$ cat src/rtl/e_muldiv_unit.sv
// e_muldiv_unit: iterative signed/unsigned mul/div, one bit per cycle.
// Results land in HI/LO; MTHI/MTLO write them directly.
module e_muldiv_unit #(
   parameter int WIDTH = 32
) (
   input  logic             i_clk,
   input  logic             i_rst,
   input  logic             i_con_start,
   input  logic [2:0]       i_con_op,
   input  logic [WIDTH-1:0] i_data_A,
   input  logic [WIDTH-1:0] i_data_B,
   output logic             o_con_busy,
   output logic             o_con_done,
   output logic             o_con_divzero,
   output logic [WIDTH-1:0] o_data_hi,
   output logic [WIDTH-1:0] o_data_lo
);
   localparam int CW = $clog2(WIDTH + 1);

   typedef enum logic [1:0] {S_IDLE, S_MUL, S_DIV, S_FIX} state_t;

   state_t             state_q, state_d;
   logic [CW-1:0]      cnt_q, cnt_d;
   logic [2*WIDTH-1:0] acc_q, acc_d;
   logic [WIDTH-1:0]   opa_q, opa_d;
   logic [WIDTH-1:0]   opb_q, opb_d;
   logic [WIDTH-1:0]   hi_q, hi_d;
   logic [WIDTH-1:0]   lo_q, lo_d;
   logic               sgn1_q, sgn1_d;
   logic               sgn2_q, sgn2_d;
   logic               isdiv_q, isdiv_d;
   logic               done_q, done_d;
   logic               dz_q, dz_d;

   logic               sgn_op;
   logic               accept;
   logic [WIDTH-1:0]   a_abs, b_abs;
   logic [WIDTH:0]     sum, trial;
   logic [2*WIDTH-1:0] prod_n;
   logic [WIDTH-1:0]   quo_n, rem_n;

   assign sgn_op = (i_con_op == 3'd0) || (i_con_op == 3'd2);
   assign accept = i_con_start && (state_q == S_IDLE) && (i_con_op <= 3'd5);
   assign a_abs  = (sgn_op && i_data_A[WIDTH-1]) ? (~i_data_A + 1'b1) : i_data_A;
   assign b_abs  = (sgn_op && i_data_B[WIDTH-1]) ? (~i_data_B + 1'b1) : i_data_B;

   // acc holds {partial, multiplier} for MUL and {remainder, dividend} for DIV
   assign sum    = {1'b0, acc_q[2*WIDTH-1:WIDTH]} + {1'b0, opb_q};
   assign trial  = {acc_q[2*WIDTH-1:WIDTH], acc_q[WIDTH-1]} - {1'b0, opb_q};
   assign prod_n = sgn1_q ? (~acc_q + 1'b1) : acc_q;
   assign quo_n  = sgn1_q ? (~acc_q[WIDTH-1:0] + 1'b1) : acc_q[WIDTH-1:0];
   assign rem_n  = sgn2_q ? (~acc_q[2*WIDTH-1:WIDTH] + 1'b1)
                          : acc_q[2*WIDTH-1:WIDTH];

   always_comb begin
      state_d = state_q;
      cnt_d   = cnt_q;
      acc_d   = acc_q;
      opa_d   = opa_q;
      opb_d   = opb_q;
      hi_d    = hi_q;
      lo_d    = lo_q;
      sgn1_d  = sgn1_q;
      sgn2_d  = sgn2_q;
      isdiv_d = isdiv_q;
      done_d  = 1'b0;
      dz_d    = dz_q;
      unique case (state_q)
         S_IDLE: begin
            if (accept) begin
               dz_d = 1'b0;
               case (i_con_op)
                  3'd0, 3'd1: begin
                     acc_d   = {{WIDTH{1'b0}}, a_abs};
                     opb_d   = b_abs;
                     sgn1_d  = sgn_op & (i_data_A[WIDTH-1] ^ i_data_B[WIDTH-1]);
                     sgn2_d  = 1'b0;
                     isdiv_d = 1'b0;
                     cnt_d   = CW'(WIDTH);
                     state_d = S_MUL;
                  end
                  3'd2, 3'd3: begin
                     acc_d   = {{WIDTH{1'b0}}, a_abs};
                     opa_d   = i_data_A;
                     opb_d   = b_abs;
                     sgn1_d  = sgn_op & (i_data_A[WIDTH-1] ^ i_data_B[WIDTH-1]);
                     sgn2_d  = sgn_op & i_data_A[WIDTH-1];
                     isdiv_d = 1'b1;
                     cnt_d   = CW'(WIDTH);
                     state_d = S_DIV;
                  end
                  3'd4: begin
                     hi_d   = i_data_A;
                     done_d = 1'b1;
                  end
                  3'd5: begin
                     lo_d   = i_data_A;
                     done_d = 1'b1;
                  end
                  default: ;
               endcase
            end
         end
         S_MUL: begin
            if (acc_q[0]) acc_d = {sum, acc_q[WIDTH-1:1]};
            else          acc_d = {1'b0, acc_q[2*WIDTH-1:1]};
            cnt_d = cnt_q - 1'b1;
            if (cnt_q == CW'(1)) state_d = S_FIX;
         end
         S_DIV: begin
            if (!trial[WIDTH]) acc_d = {trial[WIDTH-1:0], acc_q[WIDTH-2:0], 1'b1};
            else               acc_d = {acc_q[2*WIDTH-2:0], 1'b0};
            cnt_d = cnt_q - 1'b1;
            if (cnt_q == CW'(1)) state_d = S_FIX;
         end
         S_FIX: begin
            if (!isdiv_q) begin
               {hi_d, lo_d} = prod_n;
            end else if (opb_q == '0) begin
               hi_d = opa_q;
               lo_d = '1;
               dz_d = 1'b1;
            end else begin
               hi_d = rem_n;
               lo_d = quo_n;
            end
            done_d  = 1'b1;
            state_d = S_IDLE;
         end
      endcase
   end

   always_ff @(posedge i_clk or posedge i_rst) begin
      if (i_rst) begin
         state_q <= S_IDLE;
         cnt_q   <= '0;
         acc_q   <= '0;
         opa_q   <= '0;
         opb_q   <= '0;
         hi_q    <= '0;
         lo_q    <= '0;
         sgn1_q  <= 1'b0;
         sgn2_q  <= 1'b0;
         isdiv_q <= 1'b0;
         done_q  <= 1'b0;
         dz_q    <= 1'b0;
      end else begin
         state_q <= state_d;
         cnt_q   <= cnt_d;
         acc_q   <= acc_d;
         opa_q   <= opa_d;
         opb_q   <= opb_d;
         hi_q    <= hi_d;
         lo_q    <= lo_d;
         sgn1_q  <= sgn1_d;
         sgn2_q  <= sgn2_d;
         isdiv_q <= isdiv_d;
         done_q  <= done_d;
         dz_q    <= dz_d;
      end
   end

   assign o_con_busy    = (state_q != S_IDLE);
   assign o_con_done    = done_q;
   assign o_con_divzero = dz_q;
   assign o_data_hi     = hi_q;
   assign o_data_lo     = lo_q;
endmodule
$ cat config.mk
export PLATFORM = sky130hd
export DESIGN_NAME = e_muldiv_unit
export DESIGN_NICKNAME = d
export VERILOG_FILES = /design/src/rtl/e_muldiv_unit.sv
export SDC_FILE = /design/constraint.sdc
export NUM_CORES = 1
export LEC_CHECK = 0
export CAP_MARGIN = 20
export CELL_PAD_IN_SITES_DETAIL_PLACEMENT = 1
export CELL_PAD_IN_SITES_GLOBAL_PLACEMENT = 1
export CORE_UTILIZATION = 45
export CTS_CLUSTER_SIZE = 20
export DETAILED_ROUTE_END_ITERATION = 16
export PLACE_DENSITY_LB_ADDON = 0.1
export SLEW_MARGIN = 25
export SYNTH_ARGS = -nofsm -noshare
export SYNTH_HDL_FRONTEND = slang
export SYNTH_SLANG_ARGS = --single-unit
export TNS_END_PERCENT = 50
$ cat constraint.sdc
create_clock -name i_clk -period 9.5 [get_ports i_clk]
set_input_delay 1.425 -clock i_clk [delete_from_list [all_inputs] [get_ports i_clk]]
set_output_delay 1.425 -clock i_clk [all_outputs]
set_load 0.1 [all_outputs]
Word-level counts from Yosys, hierarchy flattened --
Index checks and enable logic that the tools add are counted. Widths: inputs -> output; s select.
Storage, ports and cells: bits of input ports 70, output and inout port bits 67, register bits 205
Operators by class: bitwise logic cells 8, mux-type cells 36, equal/unequal tests 17, magnitude comparators 1, $add $sub $neg 8, reduce and logical (&&, ||, !) cells 27
Operators by type and width (number):
- $mux 32 | 12
- $mux 64 | 5
- $pmux 64 s3 | 1
- $add 32x1->32 const B | 4
- $not 32->32 | 4
- $pmux 32 s2 | 2
- $add 64x1->64 const B | 1
- $not 64->64 | 1
- $add 32x32->33 | 1
- $sub 33x32->33 | 1
- $logic_not 32->1 | 1
- $reduce_and 3->1 | 8
- $mux 6 | 2
- $pmux 6 s2 | 1
- $ne 2x2->1 const B | 4
- $pmux 1 s2 | 4
- $reduce_bool 2->1 | 4
- $reduce_or 2->1 | 4
- $eq 3x2->1 const B | 2
- $eq 3x3->1 const B | 2
- $eq 6x1->1 const B | 1
- $ne 2x1->1 const B | 3
- $pmux 2 s3 | 1
- $sub 6x1->6 const B | 1
- 17 further kinds | 27

Depth between registers and ports, before layout --
depth in word-level cells 7, mapped depth 13, gate-level depth less buffers 12

Least setup slack after synthesis --
No wires, ideal clock.
kind in2reg, from input port i_data_A[11], to register acc_q[29], buffers on the path 1, data required time 9.424 ns, stages 10, arrival time 3.486 ns, slack 5.938 ns, library setup time 0.076 ns, cell sequence buf_6 -> or4_4 -> or3_1 -> or3_4 -> nor2b_4 -> nand3b_2 -> o41ai_2 -> xnor2_1 -> o21ai_1 -> o21ai_1
Between the ends: cells in the longest elaborated chain, start to end 6
Ends and longest elaborated chain:
- from (decl) | line 10 | input logic [WIDTH-1:0] i_data_A,
- $not 32->32 | line 44 | assign a_abs = (sgn_op && i_data_A[WIDTH-1]) ? (~i_data_A + 1'b1) : i_data_A;
- $add 32x1->32 | line 44
- $mux 32 | line 44
- $mux 64 | line 72 | case (i_con_op)
- $mux 64 | line 70 | if (accept) begin
- $pmux 64 s3 | line 68 | unique case (state_q)
- to (signal assigned) | line 137 | acc_q <= '0;
- to (signal assigned) | line 150 | acc_q <= acc_d;
- to (decl) | line 24 | logic [2*WIDTH-1:0] acc_q, acc_d;
No other way between the ends. The select of a mux whose other input is x is not followed. A chain may end at the register's enable or synchronous reset.

Worst setup path after layout --
from input port i_con_op[2], to register acc_q[50]
Between the ends: cells in the longest elaborated chain, start to end 4, elaborated cells on any way between the ends 10, classes of those cells order compare: 1; eq/ne: 5; reduce/logical: 4
Ends and longest elaborated chain:
- from (decl) | line 9 | input logic [2:0] i_con_op,
- $le 3x3->1 (tied with other cells) | line 43 | assign accept = i_con_start && (state_q == S_IDLE) && (i_con_op <= 3'd5);
- $logic_and 1x1->1 or $reduce_or 4->1 (tied branches)
- $ne 2x2->1 (no line)
- $reduce_and 3->1 (no line) (*)
Every way passes the cells marked *; elsewhere a longest branch is shown, timed or not.

==> run_results.csv <==
group,metric,value,unit
detailed_routing,vias,17000,
power,switching_power,0.000520,W
detailed_routing,wl_per_cell,24.2,um
power,p_leak,8.25,nW
worst_setup_path,r2r_end,"acc_q[56]$_DFFE_PP0P_",
power,power.density,106,nW/um^2
clock_network,cts_root_buf,"clkbuf_16",
power,clkPwrFrac,49.8,%
floorplan,die_w,196,um
synth,synth-seq-area-share,30.1,%
floorplan,die_h,196,um
worst_setup_path,worstPathMaxFanout,20,
global_routing,grt_first_pass_wirelength,100000,um
clock_network,post-cts-setup-buffers,0,
worst_setup_path,rrSetupSlack,5.42,ns
synth,synth_area,17000,sq um
sta,slew_headroom,31.3,%
power,power_frac_seq,42.5,%
detailed_routing,met3WireLength,3360,um
sta,period_minus_slack,4.39,ns
clock_network,clkSinkCount,205,
clock_network,ctsResizeCount,0,
global_routing,overflow,0,
floorplan,start_util,46.1,%
finish,final-seq-area,5130,sq um
detailed_routing,avgViaCountPerCell,6.36,
global_routing,grt_pass1_vias,17100,
sta,setup-violations-final,0,
finish,final-instance-count-excl-fill,2672,
synth,async_reset_ff_share,100,%
worst_setup_path,crit_path_start,"i_con_op[2]",
detailed_routing,final_antenna_net_count,0,
clock_network,h-tree-depth,1,
sta,fmax,228,MHz
sta,tns,0,ns
place,placedCellCount,2624,
sta,rsz0062_at_grt,"false",
sta,tightestPinTransition,1.03,ns
clock_network,worstSkewPairLatency,0.57,ns
clock_network,cts_hold_buf,0,
power,switching_share,25.3,%
detailed_routing,drc,0,
floorplan,dieArea,38600,sq um
global_routing,antenna_found_initial,1,
power,p_int,0.00154,W
synth,synth_fp_nets,2269,
worst_setup_path,cp.required,9.99,ns
power,ir_drop,115,uV
global_routing,grt_max_degree,93,
detailed_routing,drt_iter0_drc,1288,
finish,final_layout_size_suffix_gt1_share,6.50,%
finish,area_growth_syn_to_layout,14.2,%
place,gp_congestion,0.914,
hold_path,min_path_type,"register to register",
synth,ys_types,92,
place,port_buffers,136,
worst_setup_path,crit_path_start_kind,"input pin",
job,max-cap-violations,0,
clock_network,cts_made_buffers,26,
detailed_routing,dr.pass1.iters,5,
floorplan,io_pins,137,
place,dp_hpwl,47000,um
detailed_routing,routed.top_layer,"met4",
power,power,0.00206,W
sta,hold_viol,0,
finish,fin_nets,2294,
worst_setup_path,cp-end-kind,"register",
power,p_comb_share,7.7,%
synth,ys_seq_elements,205,
sta,drv_slew,0,
finish,diodes,0,
worst_setup_path,ff2ff_path_depth,13,
detailed_routing,route.met2.wl,30700,um
synth,ys.flop_type,"dfrtp_1",
outcome,status,"complete, no violations",
synth,synth_edf_count,0,
sta,skew,0.0240,ns
worst_setup_path,worstSetupPathType,"input pin to register",
clock_network,clockBufferDepth,3,
synth,syn_avg_cell_area,8.02,sq um
worst_setup_path,crit_end,"acc_q[50]$_DFFE_PP0P_",
sta,min_period_over_period,46.2,%
clock_network,clkTransAtPathRegs,0.06,ns
global_routing,gr-usage-all-layers,33.3,%
floorplan,core_area,36900,sq um
floorplan,rows,70,
synth,synth_cells,2123,
worst_setup_path,cp_data_arrival_time,4.88,ns
clock_network,cts_tree,"yes",
finish,nFillCells,4400,
synth,yosysWarnings,0,
worst_setup_path,rr_startpoint,"acc_q[31]$_DFFE_PP0P_",
detailed_routing,wl_met1,27100,um
finish,multi_input_area,11000,sq um
detailed_routing,wirelength,64500,um
==> cell families after synthesis <==
group | synth area share [%]
AOI/OAI and AO/OA | 26.5
xor gates and xnor gates | 9.41
adders and majority gates | 5.68
buffers and inverters | 5.56
DFF | 30.1
muxes | 4.19
and+or+nand+nor | 18.5
==> Yosys cell counts, types with 8 or more instances <==
| library cell | number | area (sq um) |
|---|---|---|
| o21ai_1 | 10 | 50.1 |
| nand3b_1 | 9 | 67.6 |
| a21o_1 | 26 | 195 |
| o41ai_1 | 13 | 114 |
| a222oi_1 | 8 | 80.1 |
| o22ai_1 | 32 | 200 |
| nand3_1 | 35 | 175 |
| a31oi_1 | 13 | 81.3 |
| clkbuf_1 | 129 | 484 |
| a221o_1 | 8 | 80.1 |
| o21a_1 | 13 | 97.6 |
| mux2i_1 | 33 | 330 |
| a21oi_1 | 166 | 831 |
| nand2_1 | 256 | 961 |
| o21ai_0 | 218 | 1090 |
| and3_1 | 25 | 156 |
| dfrtp_1 | 205 | 5130 |
| o31ai_1 | 54 | 405 |
| xor2_1 | 49 | 429 |
| nand2b_1 | 14 | 87.6 |
| nor4_1 | 20 | 125 |
| o221ai_1 | 15 | 131 |
| o211ai_1 | 23 | 173 |
| xnor2_1 | 132 | 1160 |
| a221oi_1 | 32 | 280 |
| nor2b_1 | 15 | 93.8 |
| or3_1 | 18 | 113 |
| a211oi_1 | 22 | 165 |
| inv_1 | 72 | 270 |
| nor2_1 | 143 | 537 |
| buf_2 | 21 | 105 |
| nor3_1 | 35 | 175 |
| mux2_2 | 34 | 383 |
| nand4_1 | 20 | 125 |
| ha_1 | 74 | 926 |
==> sequential cells by signal, indices dropped and copies added, names as in the netlist, 2 cells and up <==
signal and count:
opa_q 32, o_data_hi 32, cnt_q 6, opb_q 32, o_data_lo 32, acc_q 64
state_q 2
==> power by group through the flow <==
stage                logic, W  registers, W  clock network, W
CTS                  0.000159      0.000875           0.00104
floorplan           0.0000741      0.000896                 0
global placement     0.000155      0.000891                 0
global route         0.000170      0.000875           0.00106
detailed placement   0.000157      0.000891                 0
finish               0.000159      0.000876           0.00102
==> routing by layer <==
metal / global-route usage (%) / up-vias
met1: 42.7 / 8531
li1: - / 7760
met3: 3.13 / 142
met2: 55.6 / 559
met4: 17.7 / 0
met5: 0 / -
==> cells in the final DEF, fill, tap and decap left out, types with 7 or more instances in the layout <==
cell / n
clkbuf_16: 26
clkdlybuf4s50_1: 136
nand2_1: 255
a211oi_1: 22
a31oi_1: 13
nand2b_1: 14
mux2_2: 34
inv_1: 71
clkinv_2: 7
mux2i_1: 33
o21a_1: 13
o21ai_0: 218
o221ai_1: 15
ha_1: 73
nand3b_1: 9
and3_1: 25
a222oi_1: 8
xnor2_1: 132
o211ai_1: 23
o21ai_1: 10
a21oi_1: 166
nor3_1: 35
nor4_1: 20
nand3_1: 35
dfrtp_1: 204
a221o_1: 8
a21o_1: 26
o41ai_1: 13
buf_4: 24
nor2b_1: 15
nor2_1: 140
o22ai_1: 31
nand4_1: 20
o31ai_1: 54
a221oi_1: 32
or3_1: 18
xor2_1: 49
==> worst min-delay path by stage <==
stage	from	depth (start not counted)	endpoint	slack [ns]
2_1_floorplan	opa_q[0]$_DFFE_PP0P_	2	opa_q[0]$_DFFE_PP0P_	0.44
3_3_place_gp	o_data_lo[8]$_DFFE_PP0P_	2	o_data_lo[8]$_DFFE_PP0P_	0.46
3_5_place_dp	o_data_lo[13]$_DFFE_PP0P_	2	o_data_lo[13]$_DFFE_PP0P_	0.47
4_1_cts	o_data_lo[13]$_DFFE_PP0P_	2	o_data_lo[13]$_DFFE_PP0P_	0.48
5_1_grt	o_data_hi[27]$_DFFE_PP0P_	2	o_data_hi[27]$_DFFE_PP0P_	0.51
6_report	o_data_lo[13]$_DFFE_PP0P_	2	o_data_lo[13]$_DFFE_PP0P_	0.48
==> cell type report <==
| class | count | share of cell area, % |
|---|---|---|
| Multi-Input combinational cell | 1682 | 56.5 |
| Sequential cell | 205 | 26.4 |
| Timing Repair Buffer | 160 | 7.94 |
| Clock buffer | 34 | 3.61 |
| Tap cell | 504 | 3.25 |
| Inverter | 73 | 1.45 |
| Clock inverter | 14 | 0.850 |
==> stage by stage <==
stage	hold WS [ns]	cell area, sq um	worst slack (ns)	utilization [%]
4_1_cts	0.482	19400	5.15	52.7
6_report	0.477	19400	5.11	52.7
3_3_place_gp	0.461	18600	4.65	50.3
2_1_floorplan	0.445	17000	2.48	-
3_5_place_dp	0.469	18600	4.58	50.3
5_1_grt	0.510	19400	4.83	52.7
==> worst max-delay path: stages <==
cell and delay [ns]:
clkdlybuf4s50_1 0.50, and3b_1 0.42, o21ai_0 0.19, nor2_1 0.45
nand2_1 0.60, nor2_1 0.86, a221o_1 0.28, a221oi_1 0.05
o21ai_1 0.10
No activity file was read; power rests on OpenSTA's default activity.
==> RTL edit 1, RTL diff (same settings) <==
`opa_q` no longer has a reset.
--- a/src/rtl/e_muldiv_unit.sv
+++ b/src/rtl/e_muldiv_unit.sv
@@ -137,3 +137,2 @@
          acc_q   <= '0;
-         opa_q   <= '0;
          opb_q   <= '0;
@@ -150,3 +149,2 @@
          acc_q   <= acc_d;
-         opa_q   <= opa_d;
          opb_q   <= opb_d;
@@ -162,2 +160,6 @@
 
+   always_ff @(posedge i_clk) begin
+      opa_q <= opa_d;
+   end
+
    assign o_con_busy    = (state_q != S_IDLE);
Formal check against the unedited RTL: no difference found for any inputs over 4 cycles, from zero or initial values and one cycle with i_rst high; that may be too few to reach the edited logic, so the function may still have changed.
==> RTL edit 1 against the unedited design <==
Synthesized cell count decreased by 3.7%. Final area shrank 3.4%. Critical path depth rose by 2. Worst hold slack barely moved. Routed wire length decreased by 11%. Die area fell by 4.4%. Sequential cell count unchanged. Non-clock buffer count rose by 1. Worst setup slack lost 0.49 ns. First-iteration DRC count fell by 27%. Synthesized area down 4.5%. Largest cell class unchanged.
Power is left out: the tool's default activity adds up to more than one toggle a clock period on the data nets, which glitch-free logic cannot reach.
==> RTL edit 1: results (changes against the unedited design) <==
dominant cells by area after synthesis=dfrtp_1 (27%), o21ai_0 (6.8%), xnor2_1 (6.1%) (was dfrtp_1 (30%), xnor2_1 (6.8%), o21ai_0 (6.4%)); largest net degree at the start of global routing=95 (was 93); met3 GRT Util=2.89% (was 3.13%); WHS Endpoint=o_data_lo[28]$_DFFE_PP0P_ (was o_data_lo[13]$_DFFE_PP0P_); FF-to-FF Start=state_q[1]$_DFFE_PP0P_ (was acc_q[31]$_DFFE_PP0P_); Synth Area in Adders=5.94% (was 5.68%); metal3 WL=2630 um (was 3360 um); WL/cell=22.2 um (was 24.2 um); first-pass GRT wire length=90800 um (was 100000 um); status=completed (unchanged); # fillers=4285 (was 4400); clock skew=0.0225 ns (was 0.0240 ns); crit-path max FO=72 (was 20); mux contribution to synthesized area=2.38% (was 4.19%); Final HPWL DP=41400 um (was 47000 um); DRT met1 WL=25100 um (was 27100 um); initial antenna violation count=0 (was 1); XOR/XNOR Fraction of Synth Area=9.48% (was 9.41%); Post-synth EDFFs=32 (was 0); GR Util met1=40.5% (was 42.7%); Mean Syn Cell Area=7.95 sq um (was 8.02 sq um); Slew HR=31.9% (was 31.3%); async set-reset flop share out of synthesis=84.4% (was 100%); Reg2Reg Setup Slack=4.86 ns (was 5.42 ns); final WL=57100 um (was 64500 um)
-- RTL edit 1: cell count changes after synthesis, sizes merged, moves of 18 or more --
cell,unedited run,this run
mux2,34,5
dfrtp,205,173
xnor2,133,113
a21oi,166,187
buf,31,13
edfxtp,0,32
nor2,143,163
-- RTL edit 1: worst register-to-register path, cell delays in order, from the launching register on --
cell and delay [ns]:
dfrtp_1 0.41, inv_1 0.12, ha_1 0.43, inv_1 0.14
nor2_1 0.32, nand2_2 0.09, buf_4 0.31, a21oi_1 0.56
nand3_1 0.75, nor2_1 0.86, nand3b_1 0.18, o21ai_0 0.20
a21oi_1 0.06, o211ai_1 0.12
-- RTL edit 1: area by class of cell --
| type | count | share of cell area, % |
|---|---|---|
| Multi-Input combinational cell | 1620 | 54.1 |
| Clock buffer | 35 | 4.03 |
| Sequential cell | 205 | 28.2 |
| Inverter | 75 | 1.53 |
| Clock inverter | 15 | 0.787 |
| Tap cell | 461 | 3.07 |
| Timing Repair Buffer | 161 | 8.26 |
==> RTL edit 2, RTL diff (same flow settings) <==
Made on the original files. `WIDTH`: 32 -> 16.
--- a/src/rtl/e_muldiv_unit.sv
+++ b/src/rtl/e_muldiv_unit.sv
@@ -3,3 +3,3 @@
 module e_muldiv_unit #(
-   parameter int WIDTH = 32
+   parameter int WIDTH = 16
 ) (
Ports: changed (resized i_data_A, i_data_B, o_data_hi and o_data_lo); port bits go from 137 to 73. No check against the original RTL was run, so the function may have changed too.
==> RTL edit 2 against the unedited design <==
Sequential share of layout area is 1.6 points higher. Largest cell class unchanged. Sequential cell count down 97. Routed wire length decreased by 57%. Final area shrank 50%. Synthesized area shrank 50%. Final cell count down 51%. Worst setup slack improved by 0.24 ns.
Power is left out: it rests on default switching activity, and per cell area and clock period it moved more than threefold.
==> RTL edit 2: results (changes against the unedited design) <==
clock slew at reported path FFs=0.09 ns (was 0.06 ns); fin cells=1310 (was 2672); Synth Net Count=1136 (was 2269); routed vias/inst=6.22 (was 6.36); dominant cells by area after synthesis=dfrtp_1 (32%), o21ai_0 (7.8%), nand2_1 (6.3%) (was dfrtp_1 (30%), xnor2_1 (6.8%), o21ai_0 (6.4%)); Mean Syn Cell Area=8.07 sq um (was 8.02 sq um); area fraction of the dominant cell type after synthesis=31.8% (was 30.1%); Iter 0 DRT Violations=508 (was 1288); met3 GRT Util=4.61% (was 3.13%); final WL=27800 um (was 64500 um); share of layout cells above drive strength 1=5.64% (was 6.50%); WL met2=13000 um (was 30700 um); Final WS setup=5.35 ns (was 5.11 ns); Crit. Startpoint=i_data_A[1] (was i_con_op[2]); CTS H-tree depth=3 (was 1); metal3 WL=1180 um (was 3360 um); gp weighted congestion=0.810 (was 0.914); crit-path max FO=6 (was 20); Cell Area, Placed=9320 sq um (was 18600 sq um); pin slew with the least headroom to its limit=1.03 ns (about the same); status=completed (unchanged); vias in the first global route=8226 (was 17082); Critical Path End=acc_q[15]$_DFFE_PP0P_ (was acc_q[50]$_DFFE_PP0P_); FF-to-FF Start=acc_q[16]$_DFFE_PP0P_ (was acc_q[31]$_DFFE_PP0P_); synth unique cells=65 (was 92); Reg2Reg Setup Slack=5.81 ns (was 5.42 ns)
RTL edit 2: cell count changes in the layout (fill, tap and decap cells not counted), sizes merged, moves of 77 or more:
cell   before  now
nand2     256  142
a21oi     166   63
dfrtp     205  108
o21ai     228  135
xnor2     133   52
nor2      143   66
RTL edit 2: cell families (layout without fill, tap and decap cells):
group	count (synthesis)	in the layout	share of synthesized area (%)
compound gates	351	351	26.1
xor+xnor	86	86	8.86
fa+ha+maj	44	44	6.65
buf+inv	118	145	5.36
flops	108	108	31.8
mux	36	36	4.47
simple gates	311	311	16.8
RTL edit 2: final cells by class:
class                      instances  area (sq um)  area share, %
multi-input combinational        828          5350           55.5
tap                              229           287           2.97
clock buffer                       9           225           2.34
inverter                          47           179           1.86
timing repair buffer              82           800           8.30
sequential                       108          2700           28.1
clock inverter                     7          91.3          0.948
